## src/rtl/led_pulse_stretcher.sv

```systemverilog
// ---------------------------------------------------------------------------
// led_pulse_stretcher
//
// Turns single-cycle event pulses into human-visible LED blinks. Every event
// produces one blink: ON for ON_TICKS ticks, then a dark gap of OFF_TICKS
// ticks. Events that arrive while a channel is already blinking are queued
// (up to PENDING_MAX per channel) and replayed back to back. Events beyond the
// queue limit are dropped and flagged with a one-cycle overflow pulse.
//
// A single free-running tick generator (period TICK_CNT_MAX clocks) paces all
// channels. Apart from that shared tick, channels are fully independent.
//
// Ports (top, led_pulse_stretcher):
//   clk       in   1             system clock, rising edge
//   rst       in   1             asynchronous active-high reset
//   pulse_in  in   SIGNAL_WIDTH  per-channel event, each high cycle = 1 event
//   led_out   out  SIGNAL_WIDTH  per-channel LED drive, high while ON
//   busy      out  SIGNAL_WIDTH  per-channel, high whenever not IDLE
//   overflow  out  SIGNAL_WIDTH  per-channel one-cycle pulse on a dropped event
//
// Ports (led_pulse_stretcher_channel, one per bit):
//   clk, rst  in   1   as above
//   tick      in   1   shared timing tick, one cycle wide
//   pulse     in   1   event for this channel
//   led       out  1   LED drive
//   busy      out  1   channel active
//   overflow  out  1   registered drop indication
// ---------------------------------------------------------------------------

module led_pulse_stretcher_channel #(
  parameter int ON_TICKS    = 200,
  parameter int OFF_TICKS   = 200,
  parameter int PENDING_MAX = 7
) (
  input  logic clk,
  input  logic rst,
  input  logic tick,
  input  logic pulse,
  output logic led,
  output logic busy,
  output logic overflow
);

  // The phase counter only needs to reach the larger of the two phase lengths
  // minus one; keep at least one bit so degenerate lengths still elaborate.
  localparam int PHASE_MAX = (ON_TICKS > OFF_TICKS) ? ON_TICKS : OFF_TICKS;
  localparam int PW        = (PHASE_MAX > 1) ? $clog2(PHASE_MAX) : 1;
  localparam int NW        = $clog2(PENDING_MAX + 1);

  localparam logic [PW-1:0] ON_LAST   = PW'(ON_TICKS - 1);
  localparam logic [PW-1:0] OFF_LAST  = PW'(OFF_TICKS - 1);
  localparam logic [NW-1:0] PEND_FULL = NW'(PENDING_MAX);

  typedef enum logic [1:0] {
    ST_IDLE,
    ST_ON,
    ST_OFF
  } state_t;

  state_t        state;
  state_t        state_nxt;
  logic [PW-1:0] phase;
  logic [PW-1:0] phase_nxt;
  logic [NW-1:0] pending;
  logic [NW-1:0] pending_nxt;
  logic          overflow_nxt;

  logic          on_done;
  logic          off_done;
  logic          queue_full;

  // Terminal-tick detection for each timed phase.
  assign on_done    = tick && (phase == ON_LAST);
  assign off_done   = tick && (phase == OFF_LAST);
  assign queue_full = (pending == PEND_FULL);

  // State register. Reset aborts any blink in progress and drops the queue;
  // overflow is registered so it appears the cycle after the dropped event.
  always_ff @(posedge clk or posedge rst) begin
    if (rst) begin
      state    <= ST_IDLE;
      phase    <= '0;
      pending  <= '0;
      overflow <= 1'b0;
    end else begin
      state    <= state_nxt;
      phase    <= phase_nxt;
      pending  <= pending_nxt;
      overflow <= overflow_nxt;
    end
  end

  // Next-state logic. The OFF terminal tick looks at "effective pending"
  // (queued events plus an event arriving this very cycle), so a pulse that
  // lands exactly on that tick starts the next blink instead of being lost,
  // and a pulse coinciding with a queue pop leaves the count unchanged.
  always_comb begin
    state_nxt    = state;
    phase_nxt    = phase;
    pending_nxt  = pending;
    overflow_nxt = 1'b0;

    case (state)
      ST_IDLE: begin
        // The event is consumed directly by starting the blink.
        if (pulse) begin
          state_nxt = ST_ON;
          phase_nxt = '0;
        end
      end

      ST_ON: begin
        if (on_done) begin
          state_nxt = ST_OFF;
          phase_nxt = '0;
        end else if (tick) begin
          phase_nxt = phase + PW'(1);
        end

        if (pulse) begin
          if (queue_full) begin
            overflow_nxt = 1'b1;
          end else begin
            pending_nxt = pending + NW'(1);
          end
        end
      end

      ST_OFF: begin
        if (off_done) begin
          phase_nxt = '0;
          if ((pending != '0) || pulse) begin
            state_nxt = ST_ON;
            // A fresh pulse replaces the popped entry, so only decrement
            // when nothing new arrived.
            if (!pulse) begin
              pending_nxt = pending - NW'(1);
            end
          end else begin
            state_nxt = ST_IDLE;
          end
        end else begin
          if (tick) begin
            phase_nxt = phase + PW'(1);
          end

          if (pulse) begin
            if (queue_full) begin
              overflow_nxt = 1'b1;
            end else begin
              pending_nxt = pending + NW'(1);
            end
          end
        end
      end

      default: begin
        state_nxt   = ST_IDLE;
        phase_nxt   = '0;
        pending_nxt = '0;
      end
    endcase
  end

  // Outputs decoded straight from the state register.
  always_comb begin
    led  = (state == ST_ON);
    busy = (state != ST_IDLE);
  end

endmodule


module led_pulse_stretcher #(
  parameter int SIGNAL_WIDTH = 1,
  parameter int TICK_CNT_MAX = 62500,
  parameter int ON_TICKS     = 200,
  parameter int OFF_TICKS    = 200,
  parameter int PENDING_MAX  = 7
) (
  input  logic                    clk,
  input  logic                    rst,
  input  logic [SIGNAL_WIDTH-1:0] pulse_in,
  output logic [SIGNAL_WIDTH-1:0] led_out,
  output logic [SIGNAL_WIDTH-1:0] busy,
  output logic [SIGNAL_WIDTH-1:0] overflow
);

  // With TICK_CNT_MAX == 1 the counter sits at zero and tick is constantly
  // high; one bit is kept so the register still exists.
  localparam int TW = (TICK_CNT_MAX > 1) ? $clog2(TICK_CNT_MAX) : 1;
  localparam logic [TW-1:0] TICK_LAST = TW'(TICK_CNT_MAX - 1);

  logic [TW-1:0] tick_cnt;
  logic          tick;

  assign tick = (tick_cnt == TICK_LAST);

  // Shared free-running tick generator. Starting at zero after reset puts
  // the first tick in the TICK_CNT_MAX-th cycle after release.
  always_ff @(posedge clk or posedge rst) begin
    if (rst) begin
      tick_cnt <= '0;
    end else if (tick) begin
      tick_cnt <= '0;
    end else begin
      tick_cnt <= tick_cnt + TW'(1);
    end
  end

  for (genvar i = 0; i < SIGNAL_WIDTH; i++) begin : g_chan
    led_pulse_stretcher_channel #(
      .ON_TICKS    (ON_TICKS),
      .OFF_TICKS   (OFF_TICKS),
      .PENDING_MAX (PENDING_MAX)
    ) u_chan (
      .clk      (clk),
      .rst      (rst),
      .tick     (tick),
      .pulse    (pulse_in[i]),
      .led      (led_out[i]),
      .busy     (busy[i]),
      .overflow (overflow[i])
    );
  end

endmodule

```

## config.mk

```make
export PLATFORM = sky130hd
export DESIGN_NAME = led_pulse_stretcher
export DESIGN_NICKNAME = d
export VERILOG_FILES = /design/src/rtl/led_pulse_stretcher.sv
export SDC_FILE = /design/constraint.sdc
export NUM_CORES = 1
export LEC_CHECK = 0
export CORE_MARGIN = 2
export CORE_UTILIZATION = 57
export DETAILED_ROUTE_END_ITERATION = 10
export GPL_ROUTABILITY_DRIVEN = 1
export HOLD_SLACK_MARGIN = 0.02
export PLACE_DENSITY = 0.75
export SYNTH_ARGS = -nofsm -noshare
export SYNTH_HDL_FRONTEND = slang
export SYNTH_HIERARCHICAL = 1
export SYNTH_SLANG_ARGS = --single-unit
```

## constraint.sdc

```tcl
create_clock -name clk -period 7.5 [get_ports clk]
set_input_delay 1.5 -clock clk [delete_from_list [all_inputs] [get_ports clk]]
set_output_delay 1.5 -clock clk [all_outputs]
set_load 0.05 [all_outputs]
```

---- After elaboration in Yosys (flattened, before gate mapping) ----
Index checks and enable logic that the tools add are counted.
storage, ports and cells
  register bits after elaboration ......... 30
  input port bits ......................... 3
  output and inout bits ................... 3
  logic and storage cells ................. 50
cells by class
  $add $sub $neg .......................... 4
  equal/unequal tests ..................... 11
  muxes and demuxes ....................... 20
  bitwise logic cells ..................... 1
  reduce and logical (&&, ||, !) cells .... 9
operators by type and width
  cell                                              number
  2-to-1 mux 8 bit                                  3
  adder 16 x 1 -> 16 bit, second input constant     1
  == test 16 bit, second input constant             1
  2-to-1 mux 16 bit                                 1
  case mux 8 bit (2 select lines)                   1
  2-to-1 mux 3 bit                                  5
  case mux 3 bit (3 select lines)                   1
  adder 8 x 1 -> 8 bit, second input constant       1
  == test 8 bit, second input constant              1
  2-to-1 mux 2 bit                                  3
  != test 3 bit, second input constant              2
  case mux 2 bit (3 select lines)                   1
  AND reduction 3 bit                               2
  2-to-1 mux 1 bit                                  4
  != test 2 x 1 -> 1 bit, second input constant     2
  adder 3 x 1 -> 3 bit, second input constant       1
  == test 3 bit, second input constant              1
  != test 3 x 1 -> 1 bit, second input constant     1
  nonzero test 3 bit                                1
  subtractor 3 x 1 -> 3 bit, second input constant  1
  == test 2 x 1 -> 1 bit, second input constant     1
  == test 2 bit, second input constant              1
  logical NOT 2 bit                                 1
  != test 2 bit, second input constant              1
  7 further kinds                                   7

---- Logic depth before layout (Yosys ltp) ----
Gate-level depths: netlist (run 1).
  depth in word-level cells ............... 5
  depth in mapped cells ................... 9

---- Hierarchy ----
The synthesis (run 1) kept the hierarchy.
modules (own cells, without submodules)
  module                       times used  cells an instance  area an instance (um2)  sequential area each (um2)
  led_pulse_stretcher_channel  1           99                 908.4                   350.3
  led_pulse_stretcher          1           69                 758.2                   400.4

---- Worst setup path before layout (run 1) ----
No wires, ideal clock.
  path kind ............................... reg2reg
  start ................................... register tick_cnt[0]
  end ..................................... register g_chan[0].u_chan.pending[1]
  arrival ................................. 2.600 ns
  required time ........................... 7.364 ns
  path slack .............................. 4.764 ns
  cell stages (with the launch flop) ...... 10
  path buffers ............................ 1
  cells stage by stage .................... dfrtp_1 ha_1 or4bb_1 nor4_4 nand4_1 or4_1 buf_2 mux2i_1 a2bb2oi_1 o22ai_2
on the way
  word-level cells in the longest chain between the ends .. 4
RTL lines
  item                                                                                     RTL line  source
  start: declaration                                                                       194       logic [TW-1:0] tick_cnt;
  start signal: assignment                                                                 207       tick_cnt <= tick_cnt + TW'(1);
  == test 16 bit *                                                                         197       assign tick = (tick_cnt == TICK_LAST);
  via tick                                                                                 195       logic tick;
  logical AND 1 bit *                                                                      74        assign off_done = tick && (phase == OFF_LAST);
  != test 3 bit (no source line) or 2-to-1 mux 3 bit (tied branches)                       -
  AND reduction 3 bit (no source line) or case mux 3 bit (3 select lines) (tied branches)  -
  end signal: assignment                                                                   88        pending <= pending_nxt;
  end: declaration                                                                         64        logic [NW-1:0] pending;
Mark *: on every way through the listed nets, which the timed path passes. The rest lies on a longest branch.
A chain may end at the register's enable or synchronous reset.

---- Final worst setup path (run 1) ----
  start ................................... register g_chan[0].u_chan.state[1]
  end ..................................... output led_out
on the way
  word-level cells in the longest chain between the ends .. 1
RTL lines
  item                      RTL line  source
  start: declaration        60        state_t state;
  start signal: assignment  86        state <= state_nxt;
  == test 2 x 1 -> 1 bit    167       led = (state == ST_ON);
  end: declaration          184       output logic [SIGNAL_WIDTH-1:0] led_out,
No other way between the ends.

==> summary.txt, run 1 <==
Pwr
  • Pwr dens: 259 mW/mm^2
  • Maximum VDD drop: 0.274 mV
  • Leak pwr: 0.806 nW

Route
  • DR iter-0 viols: 123
  • Vias after detailed routing: 1,249
  • Routed wire length per instance: 14.7 microns
  • Mean number of vias per cell: 5.92
  • Post-route ant nets: 0
  • Drt pass-1 iters: 5
  • Drt total wl: 3110 microns
  • Drc violations: 0

Hold path
  • Beginning of the worst hold path: tick_cnt[11]$_DFF_PP0_
  • Hold Path Class: flip-flop to flip-flop
  • Worst Hold Depth: 1

Synth
  • Post-synthesis register bit count: 30
  • Count leader, synth: dfrtp_1
  • Top cells by area, synth: dfrtp_1 45%, ha_1 6.8%, xnor2_1 5.8%, inv_1 3.2%, nor2_1 3.2%
  • Cells after Synth: 168
  • Ys Warns: 6
  • EDFF count, synth: 0
  • Seq/Total Area, Yosys: 0.450
  • Leading cell types by count after synthesis: 30 x dfrtp_1, 14 x inv_1, 14 x nor2_1, 12 x nand2_1, 11 x xnor2_1
  • Syn_nets: 180
  • Post-synth cell types: 41
  • Synth Flop Type: dfrtp_1
  • Mean post-synth cell area: 9.92 sq um
  • Largest area contributor in the netlist: dfrtp_1
  • Post-Syn Area: 0.00167 sq mm
  • Synth async-reset ratio: 1.00
  • Top cell type's share of synthesized area: 0.450

Placed design
  • Port bufs: 5
  • Dpl ws: 4.15 ns
  • Final Wtd Congestion: 0.897
  • DP HPWL: 2260 microns

CTS
  • CTS tree: yes
  • Hold-fix buffer count after cts: 0
  • Max Root-Sink Buffers: 2
  • Post-CTS Setup Inserts: 0
  • Clk pin slew, worst setup/hold paths: 0.10 ns
  • CTS sink count: 30
  • Clk_lat worst skew: 0.34 ns
  • CTS root buffer: clkbuf_4
  • CTS buffer count: 5
  • Htree depth: 2
  • PostCTS Resize Cnt: 0

Timing
  • Rel. slew slack: 0.547
  • Hold Fails Final Rpt: 0
  • Finish-stage setup viols: 0
  • Final clock skew: 0.00827 ns
  • Fmax achieved: 289 MHz
  • Slew Limit Fails: 0
  • RSZ-0062 raised after global routing: false
  • Crit share post-route: 0.462
  • Min Tclk post-route: 3.46 ns
  • Slew @ Worst Pin: 0.673 ns
  • Final TNS setup: 0 ns
  • Post-route setup slack: 4.04 ns

Run status
  • Outcome: finished, final reports clean

Layout
  • Fillers: 219
  • Share of cells above drive strength 1: 0.0778
  • Net count, final: 191
  • Area growth from synthesis to final layout: 9.68%
  • # diodes: 0

Global route
  • First-pass GRT wire length: 5530 microns
  • Initial antenna violation count: 0
  • Largest net degree at the start of global routing: 17
  • GRT Total Usage: 0.219
  • Vias in the first global route: 1,187
  • Grt total ovfl: 0

Die
  • Io pins: 6
  • Chip Height: 58.1 microns
  • Num rows: 19
  • Core box area: 0.00276 sq mm
  • Initial core utilization: 0.604
  • Die width: 58.1 microns
  • Full die area: 0.00337 sq mm

Worst setup path
  • CP Class: flip-flop to output port
  • Crit path largest cell delay: 0.84 ns
  • Worst Setup End Kind: output port
  • Worst Setup SP: g_chan[0].u_chan/state[1]$_DFFE_PP0P_
  • Largest fanout on the critical path: 5
  • Data required time at the worst endpoint: 6.00 ns
  • WP data arrival: 1.96 ns
  • Cell count of the worst reg-to-reg path: 8
  • CP Cell Sequence: inv_1, ha_1, clkdlybuf4s50_1
  • Reg2Reg Launch Point: tick_cnt[0]$_DFF_PP0_
  • Crit-path slowest cell: clkdlybuf4s50_1
  • Crit path launch type: flip-flop

Flow run
  • Max-cap violation count: 0
critical path: cells and delay by family, from the launching register on:
kind	cells	cell delay (ns)
flip-flops	1	0.43
buffers and inverters	2	0.94
adder cells (fa/ha/maj)	1	0.24
flip-flops by register name, summed over array words and instances (netlist names):
signal and count:
tick_cnt 16, g_chan.u_chan/phase 8, g_chan.u_chan/pending 3, g_chan.u_chan/state 2, g_chan.u_chan/overflow 1
through the flow:
step                      hold slack, ns  std cells  power [W]  cell area [sq um]  utilization
after floorplan                    0.450        168   0.000305               1670            -
after global placement             0.472        203   0.000336               1750        0.635
after detailed placement           0.494        203   0.000345               1750        0.635
after CTS                          0.511        211   0.000474               1830        0.663
after global routing               0.539        211   0.000499               1830        0.663
final                              0.510        211   0.000473               1830        0.663
layer usage:
metal,routed length (microns),global-route usage,vias up
li1,-,-,623
met1,1490,0.311,582
met2,1400,0.304,39
met3,172,0.0692,5
met4,51,0.103,0
met5,0,0,-
final cells by class:
type,count,area [sq um],share of cell area
clock inverter,3,40.0,0.0219
clock buffer,5,37.5,0.0205
tap,31,38.8,0.0212
multi-input combinational,123,858,0.470
sequential,30,751,0.411
inverter,14,52.6,0.0287
timing repair buffer,5,50.0,0.0274
cells by family after synthesis:
logic type / synth area share
fa+ha+maj: 0.0676
mux: 0.0308
compound gates: 0.127
xor+xnor: 0.0788
buf+inv: 0.0345
simple gates: 0.211
flops: 0.450
placed cells by master, fill, tap and decap left out, drive strengths merged, types with 3 or more instances in the layout:
cell           count
or4                3
nand3              7
nand2             12
nor2              14
ha                 9
nor4               6
nand2b             5
dfrtp             30
xnor2             11
clkbuf             5
mux2i              4
xor2               4
clkdlybuf4s50      5
a21oi              9
o21ai             11
inv               14
nand4              6
worst paths after layout:
path	end	slack [ns]
max	led_out	4.04
min	tick_cnt[11]$_DFF_PP0_	0.51
max reg2reg	g_chan[0].u_chan/pending[0]$_DFFE_PP0P_	4.37
min reg2reg	tick_cnt[11]$_DFF_PP0_	0.51
max in group asynchronous	tick_cnt[7]$_DFF_PP0_	5.56
min in group asynchronous	g_chan[0].u_chan/phase[7]$_DFFE_PP0P_	1.52
report_power, final:
group | internal, W | leakage (nW) | switching [W]
clock network | 0.0000690 | 0.0450 | 0.0000595
logic | 0.0000550 | 0.361 | 0.000100
registers | 0.000175 | 0.400 | 0.0000141
Power figures use the tool's default switching activity.
==> run 2: changes to the inputs <==
Settings changed: CORE_UTILIZATION 57 to 54.
Clock period 7.5 ns to 3 ns, I/O delays scaled along.
==> run 2 against run 1 <==
Net effect:
- clock-buffer cell count up 2
- critical path depth up 5
- hold slack worse by 0.012 ns
- non-clock buffer count up 2
- total power up 130%
- critical endpoint is now g_chan[0].u_chan/pending[1]$_DFFE_PP0P_
- largest cell class unchanged
- highest routed layer unchanged
==> summary.txt, run 2 (synthesis gave the netlist of run 1 again) <==
Run status
  • Outcome: finished, final reports clean

CTS
  • CTS tree: yes
  • Clk_lat worst skew: 0.32 ns (-0.02 ns)
  • CTS sink count: 30 (unchanged)
  • PostCTS Resize Cnt: 0 (unchanged)
  • Hold-fix buffer count after cts: 0 (unchanged)
  • Post-CTS Setup Inserts: 0 (unchanged)
  • CTS root buffer: clkbuf_4
  • Max Root-Sink Buffers: 2 (unchanged)
  • CTS buffer count: 5 (unchanged)
  • Clk pin slew, worst setup/hold paths: 0.09 ns (about the same)
  • Htree depth: 2 (unchanged)

Placed design
  • Port bufs: 5 (unchanged)
  • Final Wtd Congestion: 0.812 (-9.5%)
  • DP Cell Count: 207 (+2.0%)
  • DP HPWL: 2370 microns (+4.6%)

Pwr
  • Pwr dens: 591 mW/mm^2 (+130%)
  • Leak pwr: 0.797 nW (-1.1%)
  • Maximum VDD drop: 0.294 mV (+7.4%)

Die
  • Chip Height: 59.6 microns (+2.6%)
  • Io pins: 6 (unchanged)
  • Core box area: 0.00300 sq mm (+8.9%)
  • Num rows: 20 (+1)
  • Initial core utilization: 0.555 (-0.0494)
  • Full die area: 0.00355 sq mm (+5.2%)
  • Die width: 59.6 microns (+2.6%)

Hold path
  • Worst Hold Depth: 1 (unchanged)
  • Hold Path Class: flip-flop to flip-flop

Layout
  • Non-Filler Instances: 214 (+1.4%)
  • Commonest non-fill, non-tap cell in the layout: dfrtp_1
  • Multi-input logic area: 858 sq um (unchanged)
  • Max reg flops: 16 (unchanged)
  • Share of cells above drive strength 1: 0.0718 (-0.00595)
  • Most frequent cells in the layout: 30 x dfrtp_1, 14 x nor2_1, 14 x inv_1
  • Top flop regs: tick_cnt (16), g_chan.u_chan/phase (8), g_chan.u_chan/pending (3)
  • Biggest register: tick_cnt
  • Sequential cell area: 751 sq um (unchanged)
  • Area growth from synthesis to final layout: 8.78%
  • # diodes: 0 (unchanged)
  • Net count, final: 193 (+1.0%)
  • Fillers: 266 (+21%)

Timing
  • Finish-stage setup viols: 0 (unchanged)
  • Final TNS setup: 0 ns (unchanged)
  • Slew @ Worst Pin: 0.688 ns (+0.0147 ns)
  • Hold Fails Final Rpt: 0 (unchanged)
  • Crit share post-route: 0.901
  • Min Tclk post-route: 2.70 ns
  • Slew Limit Fails: 0 (unchanged)
  • Fmax achieved: 370 MHz
  • Final clock skew: 0.00615 ns (-0.00212 ns)
  • RSZ-0062 raised after global routing: false
  • Rel. slew slack: 0.537 (-0.00993)

Flow run
  • Max-cap violation count: 0 (unchanged)

Worst setup path
  • Crit path launch type: flip-flop
  • CP Class: flip-flop to flip-flop
  • Cell count of the worst reg-to-reg path: 8 (unchanged)
  • WP data arrival: 2.90 ns (+0.94 ns)
  • Worst Setup End Kind: flip-flop
  • Largest fanout on the critical path: 5 (unchanged)
  • Data required time at the worst endpoint: 3.20 ns (-2.80 ns)

Route
  • Drc violations: 0 (unchanged)
  • Routed wire length per instance: 14.8 microns (+0.47%)
  • Vias after detailed routing: 1,282 (+2.6%)
  • Drt pass-1 iters: 4 (-1)
  • Drt total wl: 3160 microns (+1.9%)
  • DR iter-0 viols: 62 (-50%)
  • Post-route ant nets: 0 (unchanged)
  • Mean number of vias per cell: 5.99 (+1.2%)

Global route
  • Grt total ovfl: 0 (unchanged)
  • Largest net degree at the start of global routing: 17 (unchanged)
  • First-pass GRT wire length: 5500 microns (-0.49%)
  • Vias in the first global route: 1,281 (+7.9%)
  • GRT Total Usage: 0.206 (-0.0126)
  • Initial antenna violation count: 0 (unchanged)
## run 2: area by class of cell
type | count | area share
inverters | 14 | 0.0290
well taps | 33 | 0.0228
flip-flops and latches | 30 | 0.414
repair buffers | 7 | 0.0359
multi-input cells | 123 | 0.473
clock buffers | 7 | 0.0248
## run 2: worst max-delay path: stages, from the launching register on
cell and delay, ns:
dfrtp_1 0.41, ha_1 0.24, or4bb_1 0.55, nor4_4 0.19, nand4_1 0.17, or4_1 0.55
mux2i_1 0.16, a2bb2oi_1 0.20, o22ai_2 0.10
## run 2: worst paths after layout
check,startpoint,to,slack [ns]
setup / recovery,tick_cnt[0]$_DFF_PP0_,g_chan[0].u_chan/pending[1]$_DFFE_PP0P_,0.30
min in group asynchronous,rst,g_chan[0].u_chan/phase[1]$_DFFE_PP0P_,0.65
max in group asynchronous,rst,tick_cnt[13]$_DFF_PP0_,1.96
setup reg to reg,tick_cnt[0]$_DFF_PP0_,g_chan[0].u_chan/pending[1]$_DFFE_PP0P_,0.30
hold / removal,tick_cnt[14]$_DFF_PP0_,tick_cnt[14]$_DFF_PP0_,0.50
hold reg to reg,tick_cnt[14]$_DFF_PP0_,tick_cnt[14]$_DFF_PP0_,0.50
## run 2: per-stage QoR
step	instance area, sq um	power (W)	hold WS (ns)	util	setup WS, ns
after floorplan	1670	0.000763	0.450	-	0.264
after global placement	1770	0.000843	0.472	0.589	0.408
after detailed placement	1770	0.000860	0.487	0.589	0.331
after CTS	1810	0.00108	0.502	0.604	0.308
after global routing	1810	0.00115	0.516	0.604	0.154
final	1810	0.00107	0.499	0.604	0.296
## run 2: per-layer routing
| metal | track usage | vias to the layer above | share of wire |
|---|---|---|---|
| met5 | 0 | - | 0 |
| met4 | 0.0794 | 0 | 0.016 |
| met1 | 0.247 | 619 | 0.45 |
| met3 | 0.0546 | 8 | 0.035 |
| met2 | 0.353 | 25 | 0.50 |
| li1 | - | 630 | - |
## run 2: report_power, final
part	total, W	internal (W)	leakage (nW)	switching (W)
registers	0.000471	0.000437	0.400	0.0000337
clock network	0.000215	0.0000882	0.0254	0.000126
logic	0.000385	0.000138	0.372	0.000247
==> run 3: changes to the inputs <==
Settings changed: REMOVE_ABC_BUFFERS set to 1.
==> run 3 against run 2 <==
Net effect:
- critical path depth unchanged
- global-route usage up 1.8 points
- maximum frequency about the same
- core utilization up 0.96 points
- setup slack worse by 0.0027 ns
- die area unchanged
- non-clock buffer count down 1
- first-iteration DRC count down 21%
- highest routed layer unchanged
==> summary.txt, run 3 (synthesis gave the netlist of run 1 again) <==
Die
  • Core box area: 0.00300 sq mm (unchanged)
  • Io pins: 6 (unchanged)
  • Full die area: 0.00355 sq mm (unchanged)
  • Chip Height: 59.6 microns (unchanged)
  • Initial core utilization: 0.555 (unchanged)
  • Die width: 59.6 microns (unchanged)
  • Num rows: 20 (unchanged)

Timing
  • Slew Limit Fails: 0 (unchanged)
  • Rel. slew slack: 0.493 (-0.0435)
  • Slew @ Worst Pin: 0.752 ns (+0.0645 ns)
  • Final clock skew: 0.0118 ns (+0.00568 ns)
  • Final TNS setup: 0 ns (unchanged)
  • Finish-stage setup viols: 0 (unchanged)
  • Min Tclk post-route: 2.71 ns (+0.00267 ns)
  • Crit share post-route: 0.902 (about the same)
  • Hold Fails Final Rpt: 0 (unchanged)
  • Post-route setup slack: 0.293 ns (-0.00267 ns)
  • RSZ-0062 raised after global routing: false
  • Fmax achieved: 369 MHz (about the same)

Layout
  • Net count, final: 192 (-0.52%)
  • Biggest register: tick_cnt
  • Top flop regs: tick_cnt (16), g_chan.u_chan/phase (8), g_chan.u_chan/pending (3)
  • Max reg flops: 16 (unchanged)
  • Share of cells above drive strength 1: 0.0778 (+0.00595)
  • Most frequent cells in the layout: 30 x dfrtp_1, 14 x nor2_1, 14 x inv_1
  • Commonest non-fill, non-tap cell in the layout: dfrtp_1
  • # diodes: 0 (unchanged)
  • Area growth from synthesis to final layout: 10.5%

Worst setup path
  • Reg2Reg Launch Point: tick_cnt[0]$_DFF_PP0_
  • Data required time at the worst endpoint: 3.20 ns (about the same)
  • Cell count of the worst reg-to-reg path: 8 (unchanged)
  • Worst Setup End Kind: flip-flop
  • R2r endpoint: g_chan[0].u_chan/pending[1]$_DFFE_PP0P_
  • Largest fanout on the critical path: 5 (unchanged)
  • CP Class: flip-flop to flip-flop
  • WP data arrival: 2.91 ns (about the same)
  • Crit path launch type: flip-flop
  • R2R Setup Slk: 0.29 ns (about the same)
  • Critical path endpoint: g_chan[0].u_chan/pending[1]$_DFFE_PP0P_
  • Worst Setup SP: tick_cnt[0]$_DFF_PP0_

Route
  • Routed wire length per instance: 16.0 microns (+8.0%)
  • Drt total wl: 3400 microns (+7.5%)
  • DR iter-0 viols: 49 (-21%)
  • Post-route ant nets: 0 (unchanged)
  • Vias after detailed routing: 1,323 (+3.2%)
  • Drt pass-1 iters: 4 (unchanged)
  • Drc violations: 0 (unchanged)
  • Mean number of vias per cell: 6.21 (+3.7%)

Flow run
  • Max-cap violation count: 0 (unchanged)

Placed design
  • DP HPWL: 2480 microns (+5.0%)
  • Final Wtd Congestion: 0.922 (+14%)
  • Dpl ws: 0.311 ns (-0.0198 ns)
  • Port bufs: 5 (unchanged)

CTS
  • CTS root buffer: clkbuf_4
  • Max Root-Sink Buffers: 2 (unchanged)
  • Htree depth: 2 (unchanged)
  • Post-CTS Setup Inserts: 0 (unchanged)
  • Clk pin slew, worst setup/hold paths: 0.10 ns (about the same)
  • PostCTS Resize Cnt: 0 (unchanged)
  • CTS sink count: 30 (unchanged)
  • Hold-fix buffer count after cts: 0 (unchanged)
  • CTS tree: yes
  • CTS buffer count: 5 (unchanged)
  • Clk_lat worst skew: 0.33 ns (about the same)

Pwr
  • Overall power: 0.00120 W (+12%)
  • Leak pwr: 0.810 nW (+1.7%)
  • Pwr dens: 651 mW/mm^2 (+10%)
  • Maximum VDD drop: 0.487 mV (+65%)

Global route
  • Initial antenna violation count: 0 (unchanged)
  • Largest net degree at the start of global routing: 17 (unchanged)
  • GRT Total Usage: 0.225 (+0.0183)
  • Vias in the first global route: 1,312 (+2.4%)
  • Grt total ovfl: 0 (unchanged)
  • First-pass GRT wire length: 6000 microns (+9.0%)

Hold path
  • Hold Path Class: flip-flop to flip-flop

Run status
  • Outcome: finished, final reports clean
run 3: cell type report:
type                            count  area (sq um)
Inverter                           14          52.6
Clock inverter                      1          30.0
Sequential cell                    30           751
Tap cell                           33          41.3
Timing Repair Buffer                6          57.6
Clock buffer                        6          51.3
Fill cell                         245          1160
Multi-Input combinational cell    123           858
run 3: critical path: stages, from the launching register on:
cell and delay [ns]:
dfrtp_1 0.42, ha_1 0.23, or4bb_1 0.55, nor4_4 0.17, nand4_1 0.17, or4_1 0.56
mux2i_1 0.17, a2bb2oi_1 0.21, o22ai_2 0.10
run 3: metrics by stage:
stage / util / area, sq um / hold slack, ns / instances
floorplan: - / 1660 / 0.450 / 167
global placement: 0.586 / 1760 / 0.467 / 206
detailed placement: 0.586 / 1760 / 0.497 / 206
CTS: 0.613 / 1840 / 0.511 / 213
finish: 0.613 / 1840 / 0.503 / 213
global route: 0.613 / 1840 / 0.550 / 213
run 3: layer usage:
metal  wire (microns)  global-route usage
met5                0                   0
met4               53              0.0921
met3              156              0.0633
met2             1640               0.355
met1             1550               0.290
run 3: worst min path at each step:
| stage | start | end | cells after the start |
|---|---|---|---|
| after global placement | tick_cnt[14]$_DFF_PP0_ | tick_cnt[14]$_DFF_PP0_ | 1 |
| after CTS | tick_cnt[14]$_DFF_PP0_ | tick_cnt[14]$_DFF_PP0_ | 1 |
| after floorplan | tick_cnt[14]$_DFF_PP0_ | tick_cnt[14]$_DFF_PP0_ | 1 |
| final | tick_cnt[14]$_DFF_PP0_ | tick_cnt[14]$_DFF_PP0_ | 1 |
| after detailed placement | tick_cnt[14]$_DFF_PP0_ | tick_cnt[14]$_DFF_PP0_ | 1 |
| after global routing | g_chan[0].u_chan/phase[1]$_DFFE_PP0P_ | g_chan[0].u_chan/phase[1]$_DFFE_PP0P_ | 2 |
run 3: power by group:
part | switching, W | internal, W
Combinational | 0.000255 | 0.000137
Clock | 0.000139 | 0.000194
Sequential | 0.0000355 | 0.000437
Total | 0.000429 | 0.000769
